## src/rtl/kid_hit_detector.sv

```systemverilog
// Kid/hazard collision detector: counts opaque kid-over-hazard pixels per frame and kills the kid.
// Latency: overlap_cnt, dead and death_pulse update on the edge that ends the frame (pulse lasts one cycle).
// Backpressure: none; one pixel sample per clk. Optional macro RESPAWN_GRACE_EN adds post-respawn grace.
module kid_hit_detector #(
  parameter int H_ACTIVE     = 800,
  parameter int V_ACTIVE     = 600,
  parameter int MIN_OVERLAP  = 4,
  parameter int GRACE_FRAMES = 60
) (
  input  logic        clk,
  input  logic        rst,
  input  logic [9:0]  col,
  input  logic [9:0]  row,
  input  logic        is_kid,
  input  logic        is_hazard,
  input  logic        respawn,
  output logic        dead,
  output logic        death_pulse,
  output logic [11:0] overlap_cnt
);

  localparam logic [10:0] H_LIM    = 11'(H_ACTIVE);
  localparam logic [10:0] V_LIM    = 11'(V_ACTIVE);
  localparam logic [9:0]  H_LAST   = 10'(H_ACTIVE - 1);
  localparam logic [9:0]  V_LAST   = 10'(V_ACTIVE - 1);
  localparam logic [11:0] KILL_MIN = 12'(MIN_OVERLAP);

`ifdef RESPAWN_GRACE_EN
  typedef enum logic [1:0] {ALIVE = 2'd0, DEAD = 2'd1, GRACE = 2'd2} state_t;
  localparam int            GW         = (GRACE_FRAMES < 2) ? 1 : $clog2(GRACE_FRAMES);
  localparam logic [GW-1:0] GRACE_LAST = GW'(GRACE_FRAMES - 1);
  logic [GW-1:0] grace_q, grace_d;
`else
  typedef enum logic [1:0] {ALIVE = 2'd0, DEAD = 2'd1} state_t;
`endif

  state_t      state_q, state_d;
  logic [11:0] cnt_q, cnt_d;
  logic [11:0] ovl_q, ovl_d;
  logic        pulse_q, pulse_d;

  logic        hit;
  logic        frame_end;
  logic [11:0] total;
  logic        kill;

  // Per-pixel sample, frame-end detection and the saturating total including this pixel
  always_comb begin
    hit       = is_kid && is_hazard && ({1'b0, col} < H_LIM) && ({1'b0, row} < V_LIM);
    frame_end = (col == H_LAST) && (row == V_LAST);
    total     = (cnt_q == 12'hFFF) ? cnt_q : cnt_q + {11'd0, hit};
    kill      = (state_q == ALIVE) && frame_end && (total >= KILL_MIN);
  end

  // Running counter, last-frame count and the registered death strobe
  always_comb begin
    cnt_d   = total;
    ovl_d   = ovl_q;
    pulse_d = kill;
    if (frame_end) begin
      ovl_d = total;
      cnt_d = 12'd0;
    end
    if (respawn) begin
      cnt_d = 12'd0;
    end
  end

  // Next-state logic; a killing frame end in ALIVE beats a simultaneous respawn
  always_comb begin
    state_d = state_q;
`ifdef RESPAWN_GRACE_EN
    grace_d = grace_q;
`endif
    case (state_q)
      ALIVE: begin
        if (kill) state_d = DEAD;
      end
      DEAD: begin
        if (respawn) begin
`ifdef RESPAWN_GRACE_EN
          state_d = GRACE;
          grace_d = '0;
`else
          state_d = ALIVE;
`endif
        end
      end
`ifdef RESPAWN_GRACE_EN
      GRACE: begin
        if (frame_end) begin
          if (grace_q == GRACE_LAST) state_d = ALIVE;
          else                       grace_d = grace_q + 1'b1;
        end
      end
`endif
      default: state_d = ALIVE;
    endcase
  end

  // Output decode: dead follows the state directly, so it drops on the same edge the state leaves DEAD
  always_comb begin
    dead        = (state_q == DEAD);
    death_pulse = pulse_q;
    overlap_cnt = ovl_q;
  end

  // State and datapath registers with synchronous reset
  always_ff @(posedge clk) begin
    if (rst) begin
      state_q <= ALIVE;
      cnt_q   <= 12'd0;
      ovl_q   <= 12'd0;
      pulse_q <= 1'b0;
`ifdef RESPAWN_GRACE_EN
      grace_q <= '0;
`endif
    end else begin
      state_q <= state_d;
      cnt_q   <= cnt_d;
      ovl_q   <= ovl_d;
      pulse_q <= pulse_d;
`ifdef RESPAWN_GRACE_EN
      grace_q <= grace_d;
`endif
    end
  end

endmodule

```

## config.mk

```make
export PLATFORM = sky130hd
export DESIGN_NAME = kid_hit_detector
export DESIGN_NICKNAME = d
export VERILOG_FILES = /design/src/rtl/kid_hit_detector.sv
export SDC_FILE = /design/constraint.sdc
export NUM_CORES = 1
export LEC_CHECK = 0
export ABC_AREA = 1
export BUFFER_PORTS_ARGS = -buffer_cell sky130_fd_sc_hd__clkbuf_2
export CORE_MARGIN = 1
export CORE_UTILIZATION = 30
export CTS_CLUSTER_DIAMETER = 30
export DETAILED_ROUTE_END_ITERATION = 10
export GPL_ROUTABILITY_DRIVEN = 0
export PLACE_DENSITY = 0.5
export SYNTH_ARGS = -nofsm -noshare
export SYNTH_HDL_FRONTEND = slang
export SYNTH_SLANG_ARGS = --single-unit
export TNS_END_PERCENT = 100
```

## constraint.sdc

```tcl
create_clock -name clk -period 2.8 [get_ports clk]
set_clock_uncertainty 0.05 [all_clocks]
set_input_delay 0.28 -clock clk [delete_from_list [all_inputs] [get_ports clk]]
set_output_delay 0.28 -clock clk [all_outputs]
set_load 0.005 [all_outputs]
```

Word-level counts from Yosys, hierarchy flattened
Cells that the tools add are included.
{ "totals": {"regBits": 27, "output_inout_bits": 14, "word_cells": 27} }
{ "classes": {"addsub": 1, "n_lt_le_gt_ge": 3, "n_eq_ne": 6, "muxes": 4, "reduce_logical": 9} }
{ "op_table": {"columns": ["operator", "count"], "rows": [
  ["$eq A10 B10 Y1 const B", 2],
  ["$lt A10 B10 Y1 const B", 2],
  ["$add A12 B1 Y12", 1],
  ["$eq A12 B12 Y1 const B", 1],
  ["$ge A12 B3 Y1 const B", 1],
  ["$mux W12", 1],
  ["$logic_and A1 B1 Y1", 6],
  ["$mux W2", 2],
  ["$ne A2 B2 Y1 const B", 2],
  ["$pmux W2 S2", 1],
  ["$reduce_or A3 Y1", 1],
  ["$eq A2 B1 Y1 const B", 1],
  ["$logic_not A2 Y1", 1],
  ["$reduce_and A2 Y1", 1]
]} }

Depth between registers and ports, before layout
{ "logic_depth": {"ltp_word": 9, "depth_mapped": 14, "mapped_depth_nobuf": 14} }

Worst setup path after synthesis
OpenSTA, ideal clock, no wires.
{ "synth_path": {"kind": "input -> register", "start": "in col[6]", "end": "reg state_q[0]", "arrival_time_ps": 1896, "slack_ps": 736, "path_stages": 12, "cell_sequence": "nor2_1 > nand2_1 > a211oi_1 > ha_1 > ha_1 > nand3_1 > xnor2_1 > or2_1 > nor2_1 > nand2_1 > o21bai_2 > nand2_1"} }
{ "synth_between": {"elab_chain_cells": 9, "word_cells_on_any_way": 12, "cone_classes": "add/sub (1); order compare (2); eq/ne (2); mux (1); reduce/logical (6)"} }
{ "synth_rtl": {"columns": ["element", "line", "source"], "rows": [
  ["from (decl)", "12", "input logic [9:0] col,"],
  ["$lt A10 B10 Y1", "49", "hit = is_kid && is_hazard && ({1'b0, col} < H_LIM) && ({1'b0, row} < V_LIM);"],
  ["$logic_and A1 B1 Y1 (2 in a row)", "49", null],
  ["$add A12 B1 Y12", "51", "total = (cnt_q == 12'hFFF) ? cnt_q : cnt_q + {11'd0, hit};"],
  ["$mux W12", "51", null],
  ["$ge A12 B3 Y1", "52", "kill = (state_q == ALIVE) && frame_end && (total >= KILL_MIN);"],
  ["$logic_and A1 B1 Y1 (*)", "52", null],
  ["$ne A2 B2 Y1 (no line) (*)", null, null],
  ["$reduce_and A2 Y1 (no line) (*)", null, null],
  ["to (signal assigned)", "119", "state_q <= state_d;"],
  ["to (decl)", "37", "state_t state_q, state_d;"]
]} }
Every way passes the cells marked *; elsewhere a longest branch is shown, timed or not.
A chain may end at the register's enable or synchronous reset.

Worst setup path in the final report
{ "layout_path": {"start": "in row[8]", "end": "reg state_q[0]"} }
{ "layout_between": {"elab_chain_cells": 8, "word_cells_on_any_way": 11, "cone_classes": "add/sub (1); order compare (2); eq/ne (2); mux (1); reduce/logical (5)"} }
{ "layout_rtl": {"columns": ["element", "line", "source"], "rows": [
  ["from (decl)", "13", "input logic [9:0] row,"],
  ["$lt A10 B10 Y1", "49", null],
  ["$logic_and A1 B1 Y1", "49", null],
  ["$add A12 B1 Y12", "51", null],
  ["$mux W12", "51", null],
  ["$ge A12 B3 Y1", "52", null],
  ["$logic_and A1 B1 Y1 (*)", "52", null],
  ["$ne A2 B2 Y1 (no line) (*)", null, null],
  ["$reduce_and A2 Y1 (no line) (*)", null, null]
]} }
Marks and branches as above.

==> results <==
- The analysis attributes to cell leakage a power of roughly 0.00076 uW.
- The worst hold path class is input port to flip-flop.
- The remaining routing DRC violations is 0.
- The total global routing overflow is 0.
- The wire length of the first global-routing pass is around 5800 um.
- Across the VDD grid, the largest voltage drop is ~0.00025 V.
- The placed wire-length estimate is 2760 um.
- The maximum net fanout on the critical path is 5.
- After clock tree synthesis, the clock-pin slew on the worst setup and hold paths is around 0.09 ns.
- The normalized max-slew margin is 0.705.
- Data on the critical path arrives at its endpoint at approximately 2.2 ns.
- The register bit total from synthesis is 26.
- The category of the most critical setup path is input port to flip-flop.
- The startpoint type of the worst setup path is an input port.
- The clock reaches the later pin of the worst-skew pair after approximately 0.27 ns.
- After synthesis, the share of flip-flops with an asynchronous set or reset is 0.
- The power density relative to cell area is 432 nW/um^2.
- The maximum single-stage delay on the critical path is approximately 0.28 ns.
- After synthesis the cells add up to 1370 um^2.
- In the synthesized netlist, the cells that appear most often are nor2_1, nand2_1, dfxtp_1.
- For this run, the register share of the synthesized area comes to 0.380.
- The number of antenna violations at the first check in global routing is 0.
- The antenna cell count is 0.
- CTS saw 26 sinks.
- The transition at the pin with the smallest max-transition slack is 0.441 ns.
- The total of cells resized after clock tree synthesis is 0.
- During placement, the flow inserted port buffers numbering 38.
- The post-route fraction of the period consumed by the critical path is 0.751.
- The total of max-cap violations is 0.
- The CTS H-tree depth is 1.
- Counting I/O delays and the setup requirement, the final critical path takes 2.10 ns.
- For this run, the leading register cell type out of synthesis is dfxtp_1.
- The remaining antenna violation count is 0.
- The share of layout cells above drive strength 1 is 0.226.
- Across all setup checks in the final design, the least slack found is about 0.70 ns.
- Setup slack on the worst reg-to-reg path comes out at 0.87 ns.
- Compared with the post-synthesis result, the final layout area differs by 21.8%.
- In this run, post-CTS hold repair placed 0 buffers.
- The final setup violation count is 0.
- The core outline area is between 4000 and 5000 um^2.
- The maximum achievable frequency is approximately 480 MHz.
- The biggest area contributor in the post-synthesis netlist is dfxtp_1.
- The area of the die is roughly 4800 um^2.
- The final count of pins violating max slew is 0.
- The initial utilization of the core area, before any placement, comes to 0.312.
- Summing over every cut layer, the via total after detailed routing is about 1,300.
- The die height is roughly 70 um.
- Before CTS, the worst setup slack after placement is about 0.41 ns.
- 39 I/O pins were placed.
- The flow ran to the end, and the final reports show no timing, DRC or antenna violations.
- Among all stages on the critical path, the largest delay is contributed by ha_1.
- During synthesis, Yosys emitted a total of 0 warnings.
- In the final design database the tool counted between 200 and 300 nets.
- The final standard cell utilization of the core is 0.381.
- Setup repair after global routing left no endpoint under its margin.
- Of the post-synthesis cell area, the dominant cell type holds 0.380.
- The clock tree from TritonCTS is done.
- The final hold slack is between 0.2 and 0.25 ns.
- The number of placement rows is 24.
- The first detailed-routing pass ran for 4 iterations.
- Yosys mapped a number of flops with a built-in enable equal to 0.
- The root buffer cell chosen for the clock tree is clkbuf_8.
- The number of endpoints with negative hold slack in the final report is 0.
- The horizontal die dimension is about 70 um.
- Clock tree synthesis inserted a total of 3 buffers.
- Counting the fill cells in the layout gives ~500.
- The routed design has approximately 3400 um of wire.
- Entering global routing, the biggest net connects 16 pins.
- The mean post-synth cell area is 6.95 um^2.
- For this run, the total global-route usage over all layers was measured as 0.149.
- The setup total negative slack is 0 ns.
- The critical path goes through clkbuf_2 -> o21ai_0 -> nand3_1 -> a211oi_1 -> ha_1 -> ha_1 -> nand3_1 -> xnor2_1 -> or2_1 -> nor2_1 -> nand2_1 -> o21bai_2 -> nand2_1.
- Yosys attributes the largest share of cell area to dfxtp_1, nor2_1, nand2_1, nand3_1, inv_1.
- The buffer count from post-CTS setup fixing is 0.
- The number of different library cells in the post-synthesis netlist is 28.
- At the worst endpoint, the required time is slightly below 3 ns.
- After detailed routing, the average wire length per cell comes to 11.8 um.
- Counting every net in the synthesized netlist gives around 230.
- The number of global-route vias before repair is about 1,300.
- After technology mapping, the gate count stands at about 200.
- After the first detailed-routing iteration, the DRC count stood at 65.
- The ratio of routed vias to standard cells is 4.63.
- The overall power after layout is between 700 and 800 uW.
- The number of buffers on the longest clock path is 2.
- The worst setup path is captured at a flip-flop.
- Among all cell types in the netlist, the one instantiated most often is nor2_1.
[where the power goes]
group | total, uW | internal [uW] | switching (uW)
Combinational | 37.3 | 17.0 | 20.2
Sequential | 370 | 370 | 0.403
Clock | 313 | 191 | 122
[layout make-up]
class | count | area, um^2 | share of cell area
inverter | 22 | 82.6 | 0.0495
multi-input combinational | 145 | 739 | 0.443
tap | 52 | 65.1 | 0.0390
clock inverter | 1 | 30.0 | 0.0180
sequential | 26 | 520 | 0.312
timing repair buffer | 38 | 190 | 0.114
clock buffer | 3 | 41.3 | 0.0247
[metal layers]
| layer | share of wire | GRT usage | wire, um |
|---|---|---|---|
| met2 | 0.46 | 0.256 | 1540 |
| met1 | 0.51 | 0.197 | 1710 |
| met3 | 0.028 | 0.0189 | 94 |
| met4 | 0.0098 | 0.0408 | 33 |
| met5 | 0 | 0 | 0 |
[state kept, by name (all words and copies together) (netlist names)]
signal / cells
overlap_cnt: 12
death_pulse: 1
cnt_q: 12
state_q: 1
[placed cells by master, fill, tap and decap left out, drive strengths merged, types with 2 or more instances in the layout]
| master | instances |
|---|---|
| clkbuf | 41 |
| nor2 | 40 |
| nand2 | 35 |
| dfxtp | 26 |
| inv | 22 |
| nand3 | 22 |
| o21ai | 15 |
| a21oi | 9 |
| nand4 | 5 |
| a31oi | 4 |
| ha | 3 |
| nor4 | 3 |
| xnor2 | 2 |
| nand3b | 2 |
[cell families after synthesis]
logic type                 after synthesis  share of synthesized area
AOI/OAI and AO/OA                       30                      0.120
buffers and inverters                   26                     0.0804
and+or+nand+nor                        110                      0.380
adders and majority gates                3                     0.0274
DFF                                     26                      0.380
xor gates and xnor gates                 2                     0.0128
[metrics by stage]
| stage | cells | cell area (um^2) |
|---|---|---|
| 6_report | 287 | 1670 |
| 3_5_place_dp | 283 | 1600 |
| 4_1_cts | 287 | 1670 |
| 3_3_place_gp | 283 | 1600 |
| 2_1_floorplan | 197 | 1370 |
| 5_1_grt | 287 | 1670 |
[worst paths after layout]
| kind | startpoint | endpoint | cells after the start |
|---|---|---|---|
| max | row[8] | state_q[0] | 13 |
| min | respawn | state_q[0] | 4 |
| max reg2reg | cnt_q[0] | state_q[0] | 9 |
| min reg2reg | state_q[0] | state_q[0] | 2 |
[worst max-delay path: cells and delay by family]
family                   cells  cell delay (ns)
AO/OA/AOI/OAI                3             0.49
XOR/XNOR                     1             0.16
adder cells (fa/ha/maj)      2             0.45
buffers and inverters        1             0.10
AND/OR/NAND/NOR              6             0.73
Power figures use the tool's default switching activity.
